$ cat config.mk
export PLATFORM = sky130hd
export DESIGN_NAME = csr_file
export DESIGN_NICKNAME = d
export VERILOG_FILES = /design/src/rtl/riscv_pkg.sv /design/src/rtl/csr_counter64.sv /design/src/rtl/csr_file.sv
export SDC_FILE = /design/constraint.sdc
export NUM_CORES = 1
export LEC_CHECK = 0
export CORE_ASPECT_RATIO = 1.25
export CORE_UTILIZATION = 30
export CTS_CLUSTER_SIZE = 24
export DETAILED_ROUTE_END_ITERATION = 16
export SYNTH_ARGS = -nofsm -noshare
export SYNTH_HDL_FRONTEND = slang
export SYNTH_SLANG_ARGS = --single-unit
$ cat constraint.sdc
create_clock -name clk -period 4.4 [get_ports clk]
set_input_delay 0.66 -clock clk [delete_from_list [all_inputs] [get_ports clk]]
set_output_delay 0.66 -clock clk [all_outputs]
set_load 0.02 [all_outputs]
$ cat src/rtl/riscv_pkg.sv
// Shared RV32 core types: CSR address map, mstatus field positions and write masks.
package riscv_pkg;

   localparam int unsigned XLEN = 32;

   typedef logic [11:0] csr_t;

   localparam csr_t CSR_MSTATUS  = 12'h300;
   localparam csr_t CSR_MISA     = 12'h301;
   localparam csr_t CSR_MIE      = 12'h304;
   localparam csr_t CSR_MTVEC    = 12'h305;
   localparam csr_t CSR_MSCRATCH = 12'h340;
   localparam csr_t CSR_MEPC     = 12'h341;
   localparam csr_t CSR_MCAUSE   = 12'h342;
   localparam csr_t CSR_MTVAL    = 12'h343;
   localparam csr_t CSR_MIP      = 12'h344;
   localparam csr_t CSR_MCYCLE   = 12'hB00;
   localparam csr_t CSR_MINSTRET = 12'hB02;
   localparam csr_t CSR_MCYCLEH  = 12'hB80;
   localparam csr_t CSR_MINSTRETH= 12'hB82;
   localparam csr_t CSR_MHARTID  = 12'hF14;

   localparam int unsigned MSTATUS_MIE    = 3;
   localparam int unsigned MSTATUS_MPIE   = 7;
   localparam int unsigned MSTATUS_MPP_LO = 11;
   localparam int unsigned MSTATUS_MPP_HI = 12;

   localparam logic [XLEN-1:0] MSTATUS_WMASK = 32'h0000_1888;
   localparam logic [XLEN-1:0] MSTATUS_RESET = 32'h0000_1800;

   // Writable bits of each storage CSR; zero for read-only and unimplemented addresses.
   function automatic logic [XLEN-1:0] csr_wmask(input csr_t adr);
      case (adr)
         CSR_MSTATUS:                                   return MSTATUS_WMASK;
         CSR_MTVEC, CSR_MEPC:                           return ~32'h3;
         CSR_MIE, CSR_MSCRATCH, CSR_MCAUSE, CSR_MTVAL:  return '1;
         default:                                       return '0;
      endcase
   endfunction

endpackage

$ cat src/rtl/csr_counter64.sv
// 64-bit counter with per-half load; a load in either half suppresses that cycle's increment.
// Latency: load/increment visible one cycle later; no backpressure.
module csr_counter64
   import riscv_pkg::*;
(
   input  logic            clk,
   input  logic            reset,
   input  logic            inc_en,
   input  logic            wr_lo,
   input  logic            wr_hi,
   input  logic [XLEN-1:0] wr_dat,
   output logic [63:0]     cnt_q
);

   always_ff @(posedge clk) begin
      if (reset) begin
         cnt_q <= '0;
      end else if (wr_lo || wr_hi) begin
         if (wr_lo) cnt_q[31:0]  <= wr_dat;
         if (wr_hi) cnt_q[63:32] <= wr_dat;
      end else if (inc_en) begin
         cnt_q <= cnt_q + 64'd1;
      end
   end

endmodule

$ cat src/rtl/csr_file.sv
// Machine-mode CSR storage: writes/traps land next cycle, reads are zero-latency with bypass; no backpressure.
// Optional mcycle/minstret counters built when CSR_COUNTERS_EN is defined.
module csr_file
   import riscv_pkg::*;
#(
   parameter logic [XLEN-1:0] MTVEC_RESET = 32'h0000_0000,
   parameter logic [XLEN-1:0] MISA_VAL    = 32'h4000_0100
) (
   input  logic            clk,
   input  logic            reset,
   input  logic            csr_wbk_v_i,
   input  logic [11:0]     csr_adr_wbk_i,
   input  logic [XLEN-1:0] csr_data_wbk_i,
   input  logic            exception_i,
   input  logic [XLEN-1:0] mcause_i,
   input  logic [XLEN-1:0] mtval_i,
   input  logic [XLEN-1:0] mepc_i,
   input  logic [1:0]      core_mode_i,
   input  logic            retire_i,
   input  logic [11:0]     csr_rd_adr_i,
   input  logic            csr_rd_wr_i,
   output logic [XLEN-1:0] csr_rd_data_o,
   output logic            csr_illegal_o,
   output logic [XLEN-1:0] mepc_q_o,
   output logic [XLEN-1:0] mtvec_q_o,
   output logic [XLEN-1:0] mstatus_q_o
);

   localparam logic [XLEN-1:0] ALIGN4    = ~32'h3;
   localparam logic [XLEN-1:0] MTVEC_RST = MTVEC_RESET & ALIGN4;

   logic [XLEN-1:0] mstatus_q, mie_q, mtvec_q, mscratch_q, mepc_q, mcause_q, mtval_q;
   logic [XLEN-1:0] mstatus_cur, mie_cur, mtvec_cur, mscratch_cur, mepc_cur, mcause_cur, mtval_cur;
   logic [XLEN-1:0] mstatus_nxt, mie_nxt, mtvec_nxt, mscratch_nxt, mepc_nxt, mcause_nxt, mtval_nxt;
   logic [XLEN-1:0] wbk_dat_m;
   logic            wr_mstatus, wr_mie, wr_mtvec, wr_mscratch, wr_mepc, wr_mcause, wr_mtval;
   logic [XLEN-1:0] rd_cur, rd_nxt;
   logic            rd_impl, rd_trap_reg, rd_byp;

   assign wbk_dat_m   = csr_data_wbk_i & csr_wmask(csr_adr_wbk_i);
   assign wr_mstatus  = csr_wbk_v_i && (csr_adr_wbk_i == CSR_MSTATUS);
   assign wr_mie      = csr_wbk_v_i && (csr_adr_wbk_i == CSR_MIE);
   assign wr_mtvec    = csr_wbk_v_i && (csr_adr_wbk_i == CSR_MTVEC);
   assign wr_mscratch = csr_wbk_v_i && (csr_adr_wbk_i == CSR_MSCRATCH);
   assign wr_mepc     = csr_wbk_v_i && (csr_adr_wbk_i == CSR_MEPC);
   assign wr_mcause   = csr_wbk_v_i && (csr_adr_wbk_i == CSR_MCAUSE);
   assign wr_mtval    = csr_wbk_v_i && (csr_adr_wbk_i == CSR_MTVAL);

   // While reset is held, reads and next-state see the reset values, not stale storage.
   assign mstatus_cur  = reset ? MSTATUS_RESET : mstatus_q;
   assign mie_cur      = reset ? '0            : mie_q;
   assign mtvec_cur    = reset ? MTVEC_RST     : mtvec_q;
   assign mscratch_cur = reset ? '0            : mscratch_q;
   assign mepc_cur     = reset ? '0            : mepc_q;
   assign mcause_cur   = reset ? '0            : mcause_q;
   assign mtval_cur    = reset ? '0            : mtval_q;

   always_comb begin
      mstatus_nxt  = wr_mstatus  ? wbk_dat_m : mstatus_cur;
      mie_nxt      = wr_mie      ? wbk_dat_m : mie_cur;
      mtvec_nxt    = wr_mtvec    ? wbk_dat_m : mtvec_cur;
      mscratch_nxt = wr_mscratch ? wbk_dat_m : mscratch_cur;
      mepc_nxt     = wr_mepc     ? wbk_dat_m : mepc_cur;
      mcause_nxt   = wr_mcause   ? wbk_dat_m : mcause_cur;
      mtval_nxt    = wr_mtval    ? wbk_dat_m : mtval_cur;
      // Trap state overrides a same-cycle writeback to any trap register.
      if (exception_i) begin
         mstatus_nxt                               = mstatus_cur;
         mstatus_nxt[MSTATUS_MPIE]                 = mstatus_cur[MSTATUS_MIE];
         mstatus_nxt[MSTATUS_MIE]                  = 1'b0;
         mstatus_nxt[MSTATUS_MPP_HI:MSTATUS_MPP_LO] = core_mode_i;
         mepc_nxt                                  = mepc_i & ALIGN4;
         mcause_nxt                                = mcause_i;
         mtval_nxt                                 = mtval_i;
      end
   end

   always_ff @(posedge clk) begin
      if (reset) begin
         mstatus_q  <= MSTATUS_RESET;
         mie_q      <= '0;
         mtvec_q    <= MTVEC_RST;
         mscratch_q <= '0;
         mepc_q     <= '0;
         mcause_q   <= '0;
         mtval_q    <= '0;
      end else begin
         mstatus_q  <= mstatus_nxt;
         mie_q      <= mie_nxt;
         mtvec_q    <= mtvec_nxt;
         mscratch_q <= mscratch_nxt;
         mepc_q     <= mepc_nxt;
         mcause_q   <= mcause_nxt;
         mtval_q    <= mtval_nxt;
      end
   end

`ifdef CSR_COUNTERS_EN
   logic [63:0] cycle_q, instret_q, cycle_cur, instret_cur;

   csr_counter64 u_mcycle (
      .clk    (clk),
      .reset  (reset),
      .inc_en (1'b1),
      .wr_lo  (csr_wbk_v_i && (csr_adr_wbk_i == CSR_MCYCLE)),
      .wr_hi  (csr_wbk_v_i && (csr_adr_wbk_i == CSR_MCYCLEH)),
      .wr_dat (csr_data_wbk_i),
      .cnt_q  (cycle_q)
   );

   csr_counter64 u_minstret (
      .clk    (clk),
      .reset  (reset),
      .inc_en (retire_i),
      .wr_lo  (csr_wbk_v_i && (csr_adr_wbk_i == CSR_MINSTRET)),
      .wr_hi  (csr_wbk_v_i && (csr_adr_wbk_i == CSR_MINSTRETH)),
      .wr_dat (csr_data_wbk_i),
      .cnt_q  (instret_q)
   );

   assign cycle_cur   = reset ? '0 : cycle_q;
   assign instret_cur = reset ? '0 : instret_q;
`else
   logic unused_retire;
   assign unused_retire = retire_i;
`endif

   always_comb begin
      rd_cur  = '0;
      rd_nxt  = '0;
      rd_impl = 1'b1;
      case (csr_rd_adr_i)
         CSR_MSTATUS:  begin rd_cur = mstatus_cur;  rd_nxt = mstatus_nxt;  end
         CSR_MISA:     begin rd_cur = MISA_VAL;     rd_nxt = MISA_VAL;     end
         CSR_MIE:      begin rd_cur = mie_cur;      rd_nxt = mie_nxt;      end
         CSR_MTVEC:    begin rd_cur = mtvec_cur;    rd_nxt = mtvec_nxt;    end
         CSR_MSCRATCH: begin rd_cur = mscratch_cur; rd_nxt = mscratch_nxt; end
         CSR_MEPC:     begin rd_cur = mepc_cur;     rd_nxt = mepc_nxt;     end
         CSR_MCAUSE:   begin rd_cur = mcause_cur;   rd_nxt = mcause_nxt;   end
         CSR_MTVAL:    begin rd_cur = mtval_cur;    rd_nxt = mtval_nxt;    end
         CSR_MIP, CSR_MHARTID: rd_impl = 1'b1;
`ifdef CSR_COUNTERS_EN
         CSR_MCYCLE:    begin rd_cur = cycle_cur[31:0];    rd_nxt = csr_data_wbk_i; end
         CSR_MCYCLEH:   begin rd_cur = cycle_cur[63:32];   rd_nxt = csr_data_wbk_i; end
         CSR_MINSTRET:  begin rd_cur = instret_cur[31:0];  rd_nxt = csr_data_wbk_i; end
         CSR_MINSTRETH: begin rd_cur = instret_cur[63:32]; rd_nxt = csr_data_wbk_i; end
`endif
         default: rd_impl = 1'b0;
      endcase
   end

   assign rd_trap_reg = (csr_rd_adr_i == CSR_MSTATUS) || (csr_rd_adr_i == CSR_MEPC) ||
                        (csr_rd_adr_i == CSR_MCAUSE)  || (csr_rd_adr_i == CSR_MTVAL);
   assign rd_byp      = (csr_wbk_v_i && (csr_adr_wbk_i == csr_rd_adr_i)) ||
                        (exception_i && rd_trap_reg);

   assign csr_rd_data_o = rd_byp ? rd_nxt : rd_cur;
   assign csr_illegal_o = !rd_impl ||
                          (core_mode_i < csr_rd_adr_i[9:8]) ||
                          (csr_rd_wr_i && (csr_rd_adr_i[11:10] == 2'b11));

   assign mepc_q_o    = mepc_q;
   assign mtvec_q_o   = mtvec_q;
   assign mstatus_q_o = mstatus_q;

endmodule

Yosys cells after proc, flatten, opt, wreduce, memory -nomap -nowiden. Cells that the tools add are included.

Register bits: 224. Output and inout bits: 129. Logic and storage cells: 71.

Magnitude comparators: 1. Equal/unequal tests: 19. Muxes and demuxes: 23. Bitwise gates (word level): 1. Reductions and logical operators: 20.

Operators with widths (number): 32-bit 2-to-1 mux (19); 32-bit one-hot mux with 8 select lines (2); 12-bit by 10-bit == test with 1-bit output (second input constant) (16); 32-bit one-hot mux with 3 select lines (1); 32-bit AND (1); 12-bit == test (1); 12-bit == test (second input constant) (1); 1-bit logical AND (10); 10-bit OR reduction (1); 1-bit logical OR (6); 4-bit OR reduction (1); 2-bit == test (second input constant) (1); 2-bit less-than comparator (1); 2-bit OR reduction (1); 1-bit logical NOT (1); 1-bit 2-to-1 mux (1).

Longest topological paths before layout.
Word-level depth: 8. Gate-level depth with buffers: 10.

Worst setup path after synthesis. No wires, ideal clock.

Path type: input to output. Start point: input csr_adr_wbk_i[11]. End point: output csr_rd_data_o[7]. Arrival: 2.579 ns. Path slack: 1.161 ns. Stages on the path: 7. Path buffers: 1. Cells stage by stage: or4_1 buf_4 nor2_4 a41oi_1 a211oi_1 o31ai_1 a31oi_1.

Longest elaborated chain between the ends: 8. Elaborated cells on any way between the ends: 34.

Ends and longest elaborated chain: from (decl) (RTL line csr_file.sv:12) `input logic [11:0] csr_adr_wbk_i,`; 12-bit by 10-bit == test with 1-bit output (tied with other cells) (RTL line riscv_pkg.sv:33, csr_file.sv:42); 4-bit OR reduction or 2-bit OR reduction (tied branches) (RTL line riscv_pkg.sv:33) `case (adr)`; 32-bit one-hot mux with 3 select lines (RTL line riscv_pkg.sv:33); 32-bit AND (RTL line csr_file.sv:40) `assign wbk_dat_m = csr_data_wbk_i & csr_wmask(csr_adr_wbk_i);`; 32-bit 2-to-1 mux (on tied branches); 32-bit 2-to-1 mux (RTL line csr_file.sv:67) `if (exception_i) begin`; 32-bit one-hot mux with 8 select lines (RTL line csr_file.sv:132) `case (csr_rd_adr_i)`; 32-bit 2-to-1 mux * (RTL line csr_file.sv:157) `assign csr_rd_data_o = rd_byp ? rd_nxt : rd_cur;`; to (decl) (RTL line csr_file.sv:22) `output logic [XLEN-1:0] csr_rd_data_o,`.

Mark *: on every way between the ends. The rest lies on a longest branch, timed or not.

Final worst setup path.
Start point: input csr_adr_wbk_i[11]. End point: output csr_rd_data_o[28].

The elaborated chain is that of the path after synthesis.

==> flow_metrics.py <==
metrics = {
    "clock_tree": {
        "clkTransAtPathRegs_ns": 0.06,
        "tritoncts.num_buffers": 25,
        "hold_buffers": 0,
        "cts_max_level": 1,
        "insertion_delay_ns": 0.56,
        "cts_buffer_depth": 3,
        "cts_root_buf": "clkbuf_16",
        "clock-sinks": 224,
        "cts_tree": "yes",
    },
    "placed_design": {
        "place_hpwl_um": 50100,
        "portBuffers": 285,
        "place_inst": 2731,
        "place_area_um2": 19400,
        "gp_congestion": 0.938,
    },
    "power_and_ir_drop": {
        "power_density_nw_per_um2": 254,
        "max-vdd-ir-drop_mv": 0.188,
        "leakagePower_nw": 7.66,
    },
    "routing": {
        "drc": 0,
        "drt_iter0_drc": 2047,
        "via_per_inst": 5.82,
        "finalWirelength_um": 67400,
        "dr.pass1.iters": 6,
        "antenna_left": 0,
        "post_drt_wl_per_cell_um": 24.2,
        "num_vias": 16200,
    },
    "timing": {
        "fin_crit_sh_pct": 96.5,
        "max_freq_mhz": 235,
        "hold_viol_final": 0,
        "setup_viol": 0,
        "period_needed_ns": 4.25,
        "fin_skew_ns": 0.000574,
        "slew_headroom_pct": 29.6,
        "slew_viol_final": 0,
        "tightestPinTransition_ns": 1.06,
        "rsz0062_at_grt": "false",
    },
    "synth": {
        "ys_ff_latch": 224,
        "synth_top_area_cell": "dfxtp_1",
        "synth_fp_nets": 1965,
        "syn_area_per_cell_um2": 8.18,
        "synth_cells": 1804,
        "synth_top_area_share_pct": 30.4,
        "ys_seq_area_share_pct": 30.4,
        "syn_area_um2": 14800,
        "synth-edff-count": 0,
        "synth_area_leaders": "dfxtp_1 (30%), nand2_1 (6.5%), a21oi_1 (6.1%), mux4_2 (4.9%), mux2i_1 (3.3%)",
        "synth-main-ff-cell": "dfxtp_1",
        "ys_warn_count": 0,
        "synth.distinct_cells": 82,
        "ys_async_sr_fraction_pct": 0,
    },
    "global_routing": {
        "grtUsageTotal_pct": 25.9,
        "grt_pass1_wl_um": 100000,
        "grt_pass1_vias": 15700,
        "antenna_found_initial": 5,
        "grt-ovfl-total": 0,
        "grt_max_degree": 95,
    },
    "critical_path": {
        "crit_arrival_ns": 3.59,
        "critPathRequiredTime_ns": 3.74,
        "reg2reg_from": "mepc_q_o[14]",
        "endpoint_kind": "primary output",
        "cp-startpoint": "csr_adr_wbk_i[11]",
        "path_max_fanout": 14,
        "path_class": "in -> out",
        "startpoint_type": "input pin",
    },
    "floorplanning": {
        "die_y_um": 250,
        "ioPinCount": 289,
        "die_area_um2": 50100,
        "start_util_pct": 30.5,
        "core_area_um2": 48400,
        "std_cell_rows": 90,
        "chipWidth_um": 200,
    },
    "outcome": {
        "outcome": "finished clean",
    },
    "finish": {
        "final_common_cell": "nand2_1",
        "final_cell_area_um2": 20400,
        "area_growth_pct": 38.1,
        "stdcell_count": 2782,
        "fin_nets": 2277,
        "final_cell_mix": "nand2_1 (256), clkdlybuf4s50_1 (246), dfxtp_1 (224)",
        "layout-drive-gt1-share_pct": 16.5,
    },
    "min_path": {
        "hold_class": "reg -> reg",
        "hold_start": "mscratch_q[21]",
    },
    "run": {
        "cap_violations": 0,
    },
}
## synth_stat cells, drive strengths merged, types with 51 or more instances
library cell / n
a21oi: 180
and2: 57
buf: 79
clkbuf: 115
dfxtp: 224
nand2: 256
nand2b: 59
nand3: 51
nor2: 101
nor2b: 54
## report_power, final
group | leakage, nW | internal (mW) | switching, mW | total [mW]
combinational | 5.41 | 0.364 | 0.428 | 0.792
clock | 0.420 | 1.30 | 0.972 | 2.28
sequential | 1.83 | 2.08 | 0.0362 | 2.12
total | 7.66 | 3.75 | 1.44 | 5.18
## per-stage QoR
step	power, mW	util (%)	setup slack, ns	hold WS, ns	setup TNS [ns]
global route	5.32	42.1	0.0151	0.474	0
detailed placement	2.94	40.2	-0.131	0.445	-1.77
finish	5.18	42.1	0.152	0.450	0
floorplan	2.53	-	1.16	0.429	0
CTS	5.19	42.0	0.00322	0.452	0
global placement	2.93	40.2	-0.132	0.437	-1.51
## routing by layer
layer / global-route usage (%) / vias to the layer above / routed length [um]
li1: - / 7359 / -
met1: 34.4 / 7770 / 28700
met2: 41.4 / 906 / 30700
met3: 5.26 / 163 / 5790
met4: 9.57 / 2 / 2280
met5: 0 / - / 13
## logic make-up after synthesis
family	synth area share, %
XOR/XNOR	0.771
multiplexers	9.28
adder cells (fa/ha/maj)	0.0848
AND/OR/NAND/NOR	25.1
flip-flops	30.4
AO/OA/AOI/OAI	27.9
buffers and inverters	6.48
## worst paths after layout
path	end	slack [ns]	cells after the start
max	csr_rd_data_o[28]	0.15	11
min	mscratch_q[21]	0.45	2
max reg2reg	mepc_q_o[14]	2.99	5
min reg2reg	mscratch_q[21]	0.45	2
## sequential cells by signal, indices dropped and copies added (netlist names)
name	cells
mtval_q	32
mstatus_q_o	32
mcause_q	32
mie_q	32
mtvec_q_o	32
mscratch_q	32
mepc_q_o	32
## cell type report
| type | instances | area (um^2) |
|---|---|---|
| multi-input cells | 1373 | 9380 |
| fillers | 4812 | 28000 |
| clock buffers | 31 | 698 |
| diodes | 4 | 10.0 |
| clock inverters | 14 | 160 |
| inverters | 13 | 48.8 |
| repair buffers | 479 | 4800 |
| well taps | 644 | 806 |
| flip-flops and latches | 224 | 4480 |
## critical path: stages
cell and delay [ns]:
clkdlybuf4s50_1 0.48, nor4_4 0.32, buf_6 0.18, buf_4 0.18, nand4_4 0.14, buf_12 0.19, mux2_1 0.33, o211ai_1 0.18
a31oi_1 0.15, o311a_1 0.43, dlygate4sd2_1 0.34
## what timing repair did
item / 4_1_cts / 5_1_grt
pin swaps: 3 / 2
endpoints found under the setup margin: 27 / 17
setup buffers: 2 / 0
resized for setup: 31 / 19
Power figures use the tool's default switching activity.
